### src/rtl/wb_dma_hs_pkg.sv
// Shared types and constants for the DMA handshake checker.
// Error-type bit positions match err_type_o; the window counters are 8 bits wide.
package wb_dma_hs_pkg;

    typedef enum logic [1:0] {
        IDLE,
        WAIT_CYC,
        BUSY,
        ACKED
    } hs_state_t;

    localparam int unsigned ERR_LAT   = 0;
    localparam int unsigned ERR_DROP  = 1;
    localparam int unsigned ERR_NOREQ = 2;
    localparam int unsigned ERR_LEN   = 3;
    localparam int unsigned ERR_W     = 4;

    localparam int unsigned WIN_W = 8;
    typedef logic [WIN_W-1:0] win_cnt_t;

endpackage

### src/rtl/wb_dma_hs_ch.sv
// One channel's handshake FSM with its latency and drop windows.
// Emits this cycle's rule violations and a pulse for each completed handshake.
module wb_dma_hs_ch
    import wb_dma_hs_pkg::*;
#(
    parameter int unsigned MAX_LAT  = 4,
    parameter int unsigned MAX_DROP = 8
) (
    input  logic             clk_i,
    input  logic             rst_i,
    input  logic             req_i,
    input  logic             req_rise_i,
    input  logic             ack_i,
    input  logic             cyc_rise_i,
    output logic [ERR_W-1:0] flag_c,
    output logic             done_c
);

    hs_state_t state, state_d;
    win_cnt_t  lat_cnt, lat_d;
    win_cnt_t  drop_cnt, drop_d;

    always_ff @(posedge clk_i) begin
        if (rst_i) begin
            state    <= IDLE;
            lat_cnt  <= '0;
            drop_cnt <= '0;
        end else begin
            state    <= state_d;
            lat_cnt  <= lat_d;
            drop_cnt <= drop_d;
        end
    end

    always_comb begin
        state_d = state;
        lat_d   = lat_cnt;
        drop_d  = drop_cnt;
        flag_c  = '0;
        done_c  = 1'b0;
        case (state)
            IDLE: begin
                flag_c[ERR_NOREQ] = ack_i;
                if (req_rise_i) begin
                    state_d = WAIT_CYC;
                    lat_d   = win_cnt_t'(1);
                end
            end
            WAIT_CYC: begin
                flag_c[ERR_NOREQ] = ack_i;
                // A cyc rise on the last allowed cycle still beats the timeout.
                if (cyc_rise_i) begin
                    state_d = BUSY;
                end else if (!req_i) begin
                    flag_c[ERR_DROP] = 1'b1;
                    state_d          = IDLE;
                end else if (lat_cnt == win_cnt_t'(MAX_LAT)) begin
                    flag_c[ERR_LAT] = 1'b1;
                    state_d         = BUSY;
                end else begin
                    lat_d = lat_cnt + win_cnt_t'(1);
                end
            end
            BUSY: begin
                if (ack_i) begin
                    state_d = ACKED;
                    drop_d  = win_cnt_t'(1);
                end else if (!req_i) begin
                    flag_c[ERR_DROP] = 1'b1;
                    state_d          = IDLE;
                end
            end
            ACKED: begin
                flag_c[ERR_LEN] = ack_i;
                if (!req_i) begin
                    done_c  = 1'b1;
                    state_d = IDLE;
                end else if (drop_cnt == win_cnt_t'(MAX_DROP)) begin
                    flag_c[ERR_DROP] = 1'b1;
                    state_d          = IDLE;
                end else begin
                    drop_d = drop_cnt + win_cnt_t'(1);
                end
            end
            default: state_d = IDLE;
        endcase
    end

endmodule

### config.mk
export PLATFORM = sky130hd
export DESIGN_NAME = wb_dma_hs_ch
export DESIGN_NICKNAME = d
export VERILOG_FILES = /design/src/rtl/wb_dma_hs_pkg.sv /design/src/rtl/wb_dma_hs_ch.sv
export SDC_FILE = /design/constraint.sdc
export NUM_CORES = 1
export LEC_CHECK = 0
export CORE_MARGIN = 4
export CORE_UTILIZATION = 40
export DETAILED_ROUTE_END_ITERATION = 7
export GPL_TIMING_DRIVEN = 0
export PLACE_DENSITY_LB_ADDON = 0.05
export RECOVER_POWER = 25
export SETUP_SLACK_MARGIN = 0.4
export SYNTH_ARGS = -nofsm -noshare
export SYNTH_HDL_FRONTEND = slang
export SYNTH_SLANG_ARGS = --single-unit
export TNS_END_PERCENT = 50
### constraint.sdc
create_clock -name clk_i -period 1.85 [get_ports clk_i]
set_input_delay 0.185 -clock clk_i [delete_from_list [all_inputs] [get_ports clk_i]]
set_output_delay 0.185 -clock clk_i [all_outputs]
set_load 0.05 [all_outputs]
; After elaboration in Yosys (flattened, before gate mapping)
; Index checks and enable logic that the tools add are counted.
[word_totals]
reg_bits = 18
input_bits = 6
word_cells = 57
[op_classes]
add_sub_neg = 2
n_eq_ne = 15
n_mux = 30
reduce_logical = 7
[ops]
columns = operator, n
row1 = $mux 8, 7
row2 = $pmux 8 s2, 2
row3 = $mux 2, 9
row4 = $add 8x1->8 const B, 2
row5 = $ne 2x2->1 const B, 7
row6 = $mux 1, 10
row7 = $eq 8x3->1 const B, 1
row8 = $eq 8x4->1 const B, 1
row9 = $pmux 2 s4, 1
row10 = $reduce_and 4->1, 2
row11 = $ne 3x3->1 const B, 2
row12 = $reduce_and 5->1, 1
row13 = $eq 2x2->1 const B, 2
row14 = $ne 4x4->1 const B, 1
row15 = $reduce_bool 2->1, 2
row16 = $pmux 1 s3, 1
row17 = $eq 2x1->1 const B, 1
row18 = $logic_not 2->1, 1
row19 = $reduce_or 2->1, 1

; Depth between registers and ports, before layout
; Gate-level depths: netlist of run 1.
[logic_depth]
ltp_word = 5
ltp_mapped = 6
depth_no_buf = 6

; Worst setup path after synthesis of run 1
; OpenSTA, ideal clock, no wires.
[synth_timing]
path_kind = register to output
from = register lat_cnt[0]
to = output flag_c[0]
arrival_time_ps = 1472
t_required_ps = 1665
slack_ps = 193
path_stages_with_launch = 6
path_buffers = 0
cell_sequence = dfxtp_1 -> inv_1 -> ha_1 -> and4bb_2 -> nand2_1 -> nor2_1
[synth_between]
elab_chain_len = 5
[synth_rtl]
columns = element, line
row1 = "start, declared", wb_dma_hs_ch.sv:20  ; win_cnt_t lat_cnt, lat_d;
row2 = "start signal, assigned", wb_dma_hs_ch.sv:30  ; lat_cnt <= lat_d;
row3 = $eq 8x3->1, wb_dma_hs_ch.sv:57  ; end else if (lat_cnt == win_cnt_t'(MAX_LAT)) begin
row4 = $mux 1, wb_dma_hs_ch.sv:57
row5 = $mux 1, wb_dma_hs_ch.sv:54  ; end else if (!req_i) begin
row6 = $mux 2, wb_dma_hs_ch.sv:52  ; if (cyc_rise_i) begin
row7 = $mux 1, wb_dma_hs_ch.sv:41  ; case (state)
row8 = "end, declared", wb_dma_hs_ch.sv:15  ; output logic [ERR_W-1:0] flag_c,
; No other way between the ends.

; Worst setup path after layout of run 1
[layout_timing]
from = register drop_cnt[6]
to = output flag_c[1]
[layout_between]
elab_chain_len = 4
[layout_rtl]
columns = element, line
row1 = "start, declared", wb_dma_hs_ch.sv:21  ; win_cnt_t drop_cnt, drop_d;
row2 = "start signal, assigned", wb_dma_hs_ch.sv:31  ; drop_cnt <= drop_d;
row3 = $eq 8x4->1, wb_dma_hs_ch.sv:78  ; end else if (drop_cnt == win_cnt_t'(MAX_DROP)) begin
row4 = $mux 1, wb_dma_hs_ch.sv:78
row5 = $mux 1, wb_dma_hs_ch.sv:75  ; if (!req_i) begin
row6 = $pmux 1 s3, wb_dma_hs_ch.sv:41
; No other way between the ends.

==> results.yml, run 1 <==
status:
  status: "complete, no violations"
clock_tree:
  postCtsHoldBufs: 0
  cts_tree: "done"
  clockBufferDepth: 2
  htree_levels: 1
  clk_pin_slew_ns: 0.11
  cts_buffers: 3
  root_buffer: "clkbuf_4"
  clkSinkCount: 18
  clk_latency_ns: 0.30
die:
  die_y_um: 60.0
  pin_count: 11
  initial_core_util_pct: 42.9
  dieWidth_um: 60.0
  core_area_um2: 2520
  fp.dieArea_um2: 3600
  row_count: 18
setup_path:
  cp_max_fo: 3
  crit_chain: "or3_4 > nor2_2 > a31o_2 > a22o_4 > buf_8"
  critPathLaunch: "drop_cnt[6]$_SDFFE_PP0P_"
  crit_family: "simple AND/OR/NAND/NOR gates"
  cp_data_arrival_time_ns: 1.60
  worstPathBufferInverterCount: 1
  cpPeakStageDelay_ns: 0.41
  reg2reg_from: "state[1]$_SDFFE_PP0P_"
  start_kind: "flip-flop"
  regToRegEndpoint: "lat_cnt[7]$_SDFFE_PP0P_"
  cp-end-kind: "output pin"
  r2r_cells: 6
  r2r_slack_ns: 0.27
  setup.worst_path.class: "reg -> out"
  cp_slowest_cell: "or3_4"
  cp.required_ns: 1.66
sta:
  finalHoldViolations: 0
  post-route-period-util_pct: 96.5
  final.setup.tns_ns: 0
  clock_skew_ns: 0.00931
  slew_headroom_pct: 70.9
  fin_crit_ns: 1.79
  clock.fmax_ghz: 0.560
  finalSetupViolCount: 0
  tightest_slew_ns: 0.436
  rsz0062_at_grt: "true"
  finalWorstSetupSlack_ns: 0.0646
  final_max_slew_viol_count: 0
place:
  dp_hpwl_mm: 1.65
  dpl.cell_count: 168
  gp_congestion: 0.753
  portBuffers: 9
  dp_slack_ns: -0.621
power_and_ir_drop:
  peakVddDrop_mv: 0.450
  p_leak_nw: 0.569
  power_frac_clock_pct: 24.2
  p_sw_share_pct: 30.4
  pwr-share-comb_pct: 26.1
  seqPwrFrac_pct: 49.7
  cell_internal_pwr_w: 0.000574
  p_switching_w: 0.000251
  p_per_area_nw_per_um2: 514
finish:
  synthToLayoutAreaGrowth_pct: 48.4
  layout_common_cells: "18 x buf_4, 15 x nor2_1, 10 x dfxtp_1"
  antenna_cells: 0
  drive_above_1_share_pct: 43.3
  nets: 176
  final_common_cell: "buf_4"
  instances_no_fill: 194
logic_synthesis:
  netlist_top_cells_area: "dfxtp_1 33%, xnor2_1 6.5%, nor2_1 5.9%"
  synth_edf_count: 0
  synth_top_cell_area_share_pct: 33.3
  postSynthAreaPerCell_um2: 8.39
  yosysTopAreaCell: "dfxtp_1"
  ys_warn_count: 0
  synth_flop_cell: "dfxtp_1"
  post_synth_num_cell_types: 43
  ys_seq_area_share_pct: 33.3
  syn_area_um2: 1080
  synth-seq-cells: 18
  async_reset_ff_share_pct: 0
  synth_nets: 139
  synthCells: 129
global_route:
  grt_pass1_wl_mm: 4.31
  track_usage_pct: 15.7
  grt_pass1_vias: 985
  overflow: 0
  antenna_found_initial: 0
  grt_max_degree: 11
worst_hold_path:
  worstHoldPathCells: 2
  hold_end: "lat_cnt[1]$_SDFFE_PP0P_"
  hp-class: "in -> reg"
  hold_start: "rst_i"
detailed_routing:
  finalWirelength_mm: 2.80
  drt-pass1-iter-count: 4
  drtIter0Drc: 31
  remaining_drc_errors: 0
  wire_per_inst_um: 14.4
  vias_per_cell: 5.36
  antenna_left: 0
  vias: 1040
run:
  maxCapViolCount: 0
==> per-layer routing <==
layer,track usage [%],share of wire [%]
met1,17.8,44
met5,0,0
met3,4.75,2.7
met4,4.75,0.78
met2,27.9,53
==> power groups by stage <==
stage,Sequential (W),Combinational [W],Clock [W]
after CTS,0.000412,0.000193,0.000211
after global routing,0.000413,0.000233,0.000237
after detailed placement,0.000420,0.000147,0
final,0.000411,0.000215,0.000200
after global placement,0.000420,0.000146,0
after floorplan,0.000417,0.000106,0
==> worst max-delay path by stage <==
stage | slack (ns) | end | cells past startpoint
floorplan | 0.25 | done_c | 3
global placement | -0.60 | flag_c[1] | 6
detailed placement | -0.62 | flag_c[1] | 6
CTS | -0.001 | flag_c[1] | 7
global route | 0.006 | flag_c[1] | 5
finish | 0.06 | flag_c[1] | 5
==> Yosys cell counts, types with 4 or more instances <==
library cell and count:
a211oi_1 7, dfxtp_1 18, ha_1 4, inv_1 7, nand2_1 7, nand3_1 4, nor2_1 17, nor2b_1 4
nor3_1 7, xnor2_1 8
==> flip-flops by register name, summed over array words and instances (netlist names) <==
register / cells
drop_cnt: 8
state: 2
lat_cnt: 8
==> stage by stage <==
| stage | hold slack [ns] | power, W | instance area, um2 | utilization, % |
|---|---|---|---|---|
| floorplan | 0.428 | 0.000523 | 1090 | - |
| global placement | 0.497 | 0.000566 | 1210 | 48.1 |
| detailed placement | 0.500 | 0.000568 | 1210 | 48.1 |
| CTS | 0.275 | 0.000816 | 1410 | 56.1 |
| global route | 0.271 | 0.000882 | 1610 | 63.7 |
| finish | 0.281 | 0.000826 | 1610 | 63.7 |
==> logic make-up after synthesis <==
group                      count (synthesis)  share of synthesized area [%]
and+or+nand+nor                           56                           28.0
AOI/OAI and AO/OA                         26                           19.0
DFF                                       18                           33.3
buffers and inverters                     13                           5.32
xor gates and xnor gates                  11                           8.90
adders and majority gates                  4                           4.62
muxes                                      1                          0.925
==> timing repair <==
| item | 4_1_cts | 5_1_grt |
|---|---|---|
| pin swaps | 16 | 8 |
| setup buffers | 10 | 13 |
| gates resized for setup | 66 | 23 |
| setup endpoints to repair | 18 | 18 |
==> area by class of cell <==
| class | count | area, um2 |
|---|---|---|
| Multi-Input combinational cell | 98 | 806 |
| Clock buffer | 3 | 22.5 |
| Fill cell | 209 | 916 |
| Inverter | 7 | 26.3 |
| Sequential cell | 18 | 375 |
| Tap cell | 30 | 37.5 |
| Timing Repair Buffer | 32 | 278 |
| Buffer | 6 | 61.3 |
Note: power is estimated with default switching activity, not from simulation.
==> run 2, diff against run 1 <==
--- a/config.mk
+++ b/config.mk
@@ -10,7 +10,6 @@
 export DETAILED_ROUTE_END_ITERATION = 7
 export GPL_TIMING_DRIVEN = 0
 export PLACE_DENSITY_LB_ADDON = 0.05
-export RECOVER_POWER = 25
 export SETUP_SLACK_MARGIN = 0.4
 export SYNTH_ARGS = -nofsm -noshare
 export SYNTH_HDL_FRONTEND = slang
==> run 2 against run 1 <==
  * Clock power is essentially flat
  * Critical path depth is the same
  * Total power grew 0.65%
  * Combinational power grew 2%
  * Maximum frequency is essentially flat
  * Clock-buffer cell count is the same
  * Global-route usage is the same
  * Wire length shrank 0.21%
==> results.yml, run 2 (synthesized netlist as in run 1, its figures left out) <==
setup_path:
  crit_chain: "or3_4 > nor2_2 > a31o_2 > a22o_4 > buf_8"
  cpPeakStageDelay_ns: 0.41
  reg2reg_from: "state[1]$_SDFFE_PP0P_"
  cp_slowest_cell: "or3_4"
  cp_max_fo: 3
  start_kind: "flip-flop"
  r2r_cells: 6
  cp_data_arrival_time_ns: 1.60
  critPathLaunch: "drop_cnt[6]$_SDFFE_PP0P_"
  cp-end-kind: "output pin"
  cp.required_ns: 1.66
  setup.worst_path.class: "reg -> out"
place:
  portBuffers: 9
  gp_congestion: 0.753
  dp_slack_ns: -0.621
  dp_hpwl_mm: 1.65
  dpl.cell_count: 168
detailed_routing:
  wire_per_inst_um: 14.4
  drt-pass1-iter-count: 4
  vias_per_cell: 5.36
  vias: 1039
  remaining_drc_errors: 0
  antenna_left: 0
  finalWirelength_mm: 2.80
  drtIter0Drc: 28
global_route:
  track_usage_pct: 15.7
  grt_pass1_wl_mm: 4.31
  grt_pass1_vias: 985
  overflow: 0
  antenna_found_initial: 0
  grt_max_degree: 11
finish:
  layout_common_cells: "18 x buf_4, 15 x nor2_1, 10 x buf_6"
  antenna_cells: 0
  final_common_cell: "buf_4"
  instances_no_fill: 194
  top_regs: "drop_cnt: 8 flops, lat_cnt: 8 flops, state: 2 flops"
  nets: 176
  nFillCells: 207
  drive_above_1_share_pct: 45.1
  synthToLayoutAreaGrowth_pct: 49.4
sta:
  clock.fmax_ghz: 0.560
  finalHoldViolations: 0
  slew_headroom_pct: 71.0
  finalSetupViolCount: 0
  tightest_slew_ns: 0.435
  final.setup.tns_ns: 0
  post-route-period-util_pct: 96.6
  finalWorstSetupSlack_ns: 0.0635
  rsz0062_at_grt: "true"
  fin_crit_ns: 1.79
  final_max_slew_viol_count: 0
  clock_skew_ns: 0.00807
die:
  pin_count: 11
  initial_core_util_pct: 42.9
  core_area_um2: 2520
  dieWidth_um: 60.0
  die_y_um: 60.0
  fp.dieArea_um2: 3600
  row_count: 18
power_and_ir_drop:
  peakVddDrop_mv: 0.453
  p_per_area_nw_per_um2: 514
  p_leak_nw: 0.573
clock_tree:
  clkSinkCount: 18
  root_buffer: "clkbuf_4"
  cts_tree: "done"
  cts_buffers: 3
  clockBufferDepth: 2
  postCtsHoldBufs: 0
  clk_latency_ns: 0.30
  htree_levels: 1
  clk_pin_slew_ns: 0.11
worst_hold_path:
  hp-class: "in -> reg"
  worstHoldPathCells: 2
  hold_start: "rst_i"
run:
  maxCapViolCount: 0
status:
  status: "complete, no violations"
==> run 2: area by class of cell <==
| class | count | area [um2] | area share (%) |
|---|---|---|---|
| multi-input cells | 98 | 807 | 49.9 |
| flip-flops and latches | 18 | 377 | 23.3 |
| repair buffers | 32 | 285 | 17.6 |
| plain buffers | 6 | 61.3 | 3.79 |
| well taps | 30 | 37.5 | 2.32 |
| inverters | 7 | 26.3 | 1.63 |
| clock buffers | 3 | 22.5 | 1.39 |
==> run 2: where the power goes <==
part | switching (W) | leakage, nW | internal (W) | total, W
clock | 0.000124 | 0.0138 | 0.0000758 | 0.000200
sequential | 0.0000124 | 0.150 | 0.000399 | 0.000411
combinational | 0.000116 | 0.409 | 0.000104 | 0.000220
==> run 2: what timing repair did <==
action,in CTS,in global routing
setup buffers,10,13
pin swaps,16,8
hold endpoints to repair,0,0
endpoints found under the setup margin,18,18
resized for setup,66,23
==> run 2: worst max-delay path, delay by kind of cell (launching register included) <==
family                 cells  cell delay, ns
AND/OR/NAND/NOR            2            0.53
flip-flops                 1            0.35
AO/OA/AOI/OAI              2            0.28
buffers and inverters      1            0.13
==> run 2: through the flow <==
step	total power [W]	cell area, um2	util, %	hold WS (ns)
detailed placement	0.000568	1210	48.1	0.500
finish	0.000831	1620	64.1	0.279
global route	0.000887	1620	64.1	0.272
CTS	0.000816	1410	56.1	0.275
floorplan	0.000523	1090	-	0.428
global placement	0.000566	1210	48.1	0.497
==> run 2: path summary, 6_finish.rpt <==
path / to / slack, ns
setup reg to reg: lat_cnt[7]$_SDFFE_PP0P_ / 0.27
setup / recovery: flag_c[1] / 0.06
hold / removal: lat_cnt[1]$_SDFFE_PP0P_ / 0.28
hold reg to reg: drop_cnt[6]$_SDFFE_PP0P_ / 0.53
==> run 2: layer usage <==
layer / share of wire [%] / track usage [%]
met1: 45 / 17.8
met2: 52 / 27.9
met3: 2.3 / 4.75
met4: 0.79 / 4.75
met5: 0 / 0
